===== config.mk =====
export PLATFORM = sky130hd
export DESIGN_NAME = cpu_controller
export DESIGN_NICKNAME = d
export VERILOG_FILES = /design/src/rtl/cpu_controller.sv
export SDC_FILE = /design/constraint.sdc
export NUM_CORES = 1
export LEC_CHECK = 0
export BUFFER_PORTS_ARGS = -buffer_cell sky130_fd_sc_hd__clkbuf_2
export CORE_ASPECT_RATIO = 1.25
export CORE_MARGIN = 2
export CORE_UTILIZATION = 54
export CTS_CLUSTER_SIZE = 25
export DETAILED_ROUTE_END_ITERATION = 16
export MAX_ROUTING_LAYER = met4
export PLACE_DENSITY = 0.83
export SLEW_MARGIN = 5
export SYNTH_ARGS = -nofsm -noshare
export SYNTH_HDL_FRONTEND = slang
export SYNTH_SLANG_ARGS = --single-unit

===== constraint.sdc =====
create_clock -name clk -period 6.8 [get_ports clk]
set_input_delay 0 -clock clk [delete_from_list [all_inputs] [get_ports clk]]
set_output_delay 0 -clock clk [all_outputs]
set_load 0.005 [all_outputs]

===== src/rtl/cpu_controller.sv =====
`default_nettype none
// ============================================================================
// Module   : cpu_controller
// Purpose  : Single-cycle control unit for a 16-bit, 16-register CPU.
//            Holds the program counter and combinationally decodes the
//            current instruction word into datapath controls.
// Ports    : clk    - system clock, rising-edge active
//            reset  - synchronous, active-high reset
//            D      - register-file A-bus data (value of register AA)
//            IR     - current instruction word (fetched from PC)
//            PC     - program counter (registered)
//            DA/AA/BA - destination / source A / source B (immediate) fields
//            FS     - ALU function select
//            MB, MD - B-operand mux and writeback mux selects
//            RW, MW - register-file and data-memory write enables
//            BL     - PC loaded non-sequentially this cycle
// Revision : 1.0 - initial release
// ============================================================================
module cpu_controller #(
    parameter logic [15:0] PC_RESET = 16'h0000
) (
    input  logic        clk,
    input  logic        reset,
    input  logic [15:0] D,
    input  logic [15:0] IR,
    output logic [15:0] PC,
    output logic [3:0]  DA,
    output logic [3:0]  AA,
    output logic [3:0]  BA,
    output logic [2:0]  FS,
    output logic        MB,
    output logic        MD,
    output logic        RW,
    output logic        MW,
    output logic        BL
);

    localparam logic [3:0] OP_NOP  = 4'h0;
    localparam logic [3:0] OP_ADD  = 4'h1;
    localparam logic [3:0] OP_SUB  = 4'h2;
    localparam logic [3:0] OP_AND  = 4'h3;
    localparam logic [3:0] OP_OR   = 4'h4;
    localparam logic [3:0] OP_XOR  = 4'h5;
    localparam logic [3:0] OP_NOT  = 4'h6;
    localparam logic [3:0] OP_SHL  = 4'h7;
    localparam logic [3:0] OP_LDI  = 4'h8;
    localparam logic [3:0] OP_ADDI = 4'h9;
    localparam logic [3:0] OP_LD   = 4'hA;
    localparam logic [3:0] OP_ST   = 4'hB;
    localparam logic [3:0] OP_JMP  = 4'hC;
    localparam logic [3:0] OP_BRZ  = 4'hD;

    logic [15:0] pc_q;
    logic [15:0] pc_d;

    logic [3:0]  w_opcode;
    logic [15:0] w_br_offset;
    logic [15:0] w_target;
    logic        w_rw;
    logic        w_mw;
    logic        w_bl;

    assign w_opcode = IR[15:12];
    // Branch offset straddles the DA and BA fields; sign-extend to 16 bits.
    assign w_br_offset = {{8{IR[11]}}, IR[11:8], IR[3:0]};

    always_comb begin
        FS       = 3'b000;
        MB       = 1'b0;
        MD       = 1'b0;
        w_rw     = 1'b0;
        w_mw     = 1'b0;
        w_bl     = 1'b0;
        w_target = pc_q + w_br_offset;

        case (w_opcode)
            OP_ADD:  begin FS = 3'b000; w_rw = 1'b1; end
            OP_SUB:  begin FS = 3'b001; w_rw = 1'b1; end
            OP_AND:  begin FS = 3'b010; w_rw = 1'b1; end
            OP_OR:   begin FS = 3'b011; w_rw = 1'b1; end
            OP_XOR:  begin FS = 3'b100; w_rw = 1'b1; end
            OP_NOT:  begin FS = 3'b101; w_rw = 1'b1; end
            OP_SHL:  begin FS = 3'b110; w_rw = 1'b1; end
            OP_LDI:  begin FS = 3'b111; MB = 1'b1; w_rw = 1'b1; end
            OP_ADDI: begin FS = 3'b000; MB = 1'b1; w_rw = 1'b1; end
            OP_LD:   begin MD = 1'b1; w_rw = 1'b1; end
            OP_ST:   begin w_mw = 1'b1; end
            OP_JMP:  begin w_bl = 1'b1; w_target = D; end
            OP_BRZ:  begin w_bl = (D == 16'h0000); end
            default: begin end // NOP and reserved opcodes E/F
        endcase
    end

    // Side-effecting strobes are suppressed while reset is held; the field
    // and mux decode keeps following IR.
    always_comb begin
        RW   = w_rw & ~reset;
        MW   = w_mw & ~reset;
        BL   = w_bl & ~reset;
        pc_d = BL ? w_target : (pc_q + 16'h0001);
    end

    always_ff @(posedge clk) begin
        if (reset) begin
            pc_q <= PC_RESET;
        end else begin
            pc_q <= pc_d;
        end
    end

    assign PC = pc_q;
    assign DA = IR[11:8];
    assign AA = IR[7:4];
    assign BA = IR[3:0];

endmodule
`default_nettype wire


==> flow_summary.ini <==
[outcome]
result_of_the_run = complete, no violations

[clocking]
cts_made_buffers = 3
worst_skew_pair.late_latency_ns = 0.26
clkSlewWorstSetupHoldPaths_ns = 0.06
holdBufCountCts = 0
cts_post_setup_buffers_inserted = 0
clock_root_buffer_master = sky130_fd_sc_hd__clkbuf_8
tritoncts_num_sinks = 16
cts_tree = yes
cts_htree_levels = 1
postCtsResizedCells = 0
cts-root-to-sink-buffers = 2

[synth]
synth-async-reset-ratio_pct = 0
syn-mean-instance-area_um2 = 7.45
post_synth_inst_count = 256
largest_family_of_logic_cells_by_synthesized_area = compound AO/OA/AOI/OAI gates
xor_xnor_fraction_of_synth_area_pct = 10.1
synth_compound_gate_area_share_pct = 27.1
synth_flop_cell = sky130_fd_sc_hd__dfxtp_1
post_synth_edffs = 0
synth-adder-area-share_pct = 11.5
post_synth_and_or_nand_nor_area_fraction_pct = 25.0
synth_sequential_area_ratio_pct = 16.8
mappedNetlistArea_um2 = 1910
postSynthRegisterBits = 16
syn-num-nets = 307
ys.warnings.count = 0
netlist-cell-type-count = 47
synth_mux_area_share_pct = 1.11

[routing]
totalWireLength_mm = 5.23
ant_nets_after_route = 0
detailedRoute.firstPassIterationCount = 5
avgRoutedWirePerCell_um = 15.5
drt_first_iter_violations = 106
remaining_drc_errors = 0
vias = 2114
vias_per_cell = 6.25

[sta]
fin_setup_tns_ns = 0
slew_headroom_pct = 30.7
timing_max_transition_violations_final = 0
grt_setup_unrepaired = false
timing.final.crit_share_pct = 38.9
worst_pin_slew_ns = 1.03
final_hold_viol_count = 0
timing.fmax_ghz = 0.378
setup_viol = 0
min_period_ns = 2.65
final.setup_skew_ns = 0.00521

[setup_path]
timing.critical_path.fanout_max = 5
worst-setup-path-type = reg -> reg
setup.worst_path.end_class = flop
worst-endpoint-arrival_ns = 2.76
worst_setup_path_start_kind = flop
cp_data_required_time_ns = 6.91

[global_route]
grt_first_pass_wirelength_mm = 8.20
groute.layer.met1.usage_pct = 31.4
grt_pass1_vias = 1853
global_route_met3_usage_pct = 2.78
grt_remaining_overflow = 0
antenna_found_initial = 0
grt.total_usage_pct = 25.8
gr-max-usage-layer = met2
grt.met2_usage_pct = 43.2
largest_net_degree_at_the_start_of_global_routing = 20

[layout]
post_route_cells_drive_above_1_share_pct = 25.8
antenna_cells = 0
final_core_utilization_pct = 63.4
layout_common_cells = sky130_fd_sc_hd__clkbuf_2, sky130_fd_sc_hd__nor2_1, sky130_fd_sc_hd__nand2_1, sky130_fd_sc_hd__a21oi_1
max_reg_flops = 16
commonest_non_fill_non_tap_cell_in_the_layout = sky130_fd_sc_hd__clkbuf_2
flow.area_growth_from_synthesis_pct = 13.7
final_nets = 352

[placed_design]
gpl.final_weighted_congestion = 0.934
detailed_place_hpwl_mm = 4.09
placement.io_buffers = 61

[hold_path]
worst_min_path_class = in -> out

[floorplan]
chipWidth_um = 57.2
row_count = 24
fp.dieArea_um2 = 4030
core_um2 = 3420
die_height_um = 70.5
floorplan.initialDensity_pct = 55.7
num_io_pins = 70

[power]
power-per-cell-area_nw_per_um2 = 127
power.leakage_nw = 1.00
ir_drop_worst_vdd_mv = 0.119

[flow_run]
cap_violations = 0
[per-stage QoR]
step	cell area, um^2	std cells	hold WS, ns	total power, mW	setup slack, ns
detailed placement	2130	335	0.0000346	0.201	4.20
floorplan	1910	256	0.0808	0.174	4.46
global placement	2130	335	0.0000346	0.199	4.29
finish	2170	338	0.00000228	0.276	4.15
global route	2170	338	0.0000116	0.291	4.02
CTS	2170	338	0.0000346	0.274	4.17
[final timing paths]
check / from / end / slack (ns) / cells after the start
worst max-delay path: PC[0]$_SDFF_PP0_ / PC[14]$_SDFF_PP0_ / 4.15 / 8
worst min-delay path: IR[7] / AA[3] / 0.000002 / 0
worst max register to register: PC[0]$_SDFF_PP0_ / PC[14]$_SDFF_PP0_ / 4.15 / 8
worst min register to register: PC[0]$_SDFF_PP0_ / PC[0]$_SDFF_PP0_ / 0.54 / 1
[per-layer routing]
| layer | part of all wire [%] | vias to the layer above |
|---|---|---|
| li1 | - | 1025 |
| met1 | 40 | 985 |
| met2 | 51 | 88 |
| met3 | 6.1 | 16 |
| met4 | 2.9 | 0 |
| met5 | 0 | - |
[cells by family (layout without fill, tap and decap cells)]
kind of cell,after synthesis,in the layout
AOI/OAI and AO/OA,75,75
xor gates and xnor gates,22,22
buffers and inverters,26,69
adders and majority gates,17,17
DFF,16,16
and+or+nand+nor,98,98
muxes,2,2
[critical path, stage by stage, from the launching register on]
cell,delay (ns)
sky130_fd_sc_hd__dfxtp_1,0.35
sky130_fd_sc_hd__ha_1,0.22
sky130_fd_sc_hd__fa_1,0.41
sky130_fd_sc_hd__a21o_1,0.21
sky130_fd_sc_hd__a221oi_1,0.48
sky130_fd_sc_hd__o211ai_1,0.26
sky130_fd_sc_hd__a41oi_1,0.30
sky130_fd_sc_hd__xor2_1,0.19
sky130_fd_sc_hd__a21oi_1,0.08
[cell type report]
| class | instances | area (um^2) |
|---|---|---|
| multi-input combinational | 214 | 1440 |
| fill | 327 | 1250 |
| sequential | 16 | 320 |
| timing repair buffer | 61 | 305 |
| tap | 39 | 48.8 |
| clock buffer | 3 | 41.3 |
| inverter | 5 | 18.8 |
[synth_stat cells, drive strengths merged, types with 2 or more instances]
master  instances  share of area [%]
clkbuf          6                1.2
nor2           28                5.5
nand3          13                3.4
ha             16                 10
a211o           4                1.8
nand2b          3               0.98
xnor2           8                3.7
buf            15                6.1
a311oi          2               0.92
dfxtp          16                 17
nand4           4                1.3
or3             5                1.9
inv             5               0.98
nor3            4                1.0
a21oi          23                6.0
a221oi          3                1.7
and3            3               0.98
nand2          27                5.3
or4             2               0.98
a22oi           3                1.2
xor2           14                6.4
a31oi           5                1.6
o21bai          2               0.79
o21ai          11                2.9
a211oi         12                6.0
nor4            5                2.0
a21o            4                1.6
[power by group]
group          internal (mW)  switching (mW)
sequential            0.0983         0.00724
combinational         0.0420          0.0533
clock                 0.0394          0.0360
total                  0.180          0.0966
Note: power is estimated with default switching activity, not from simulation.
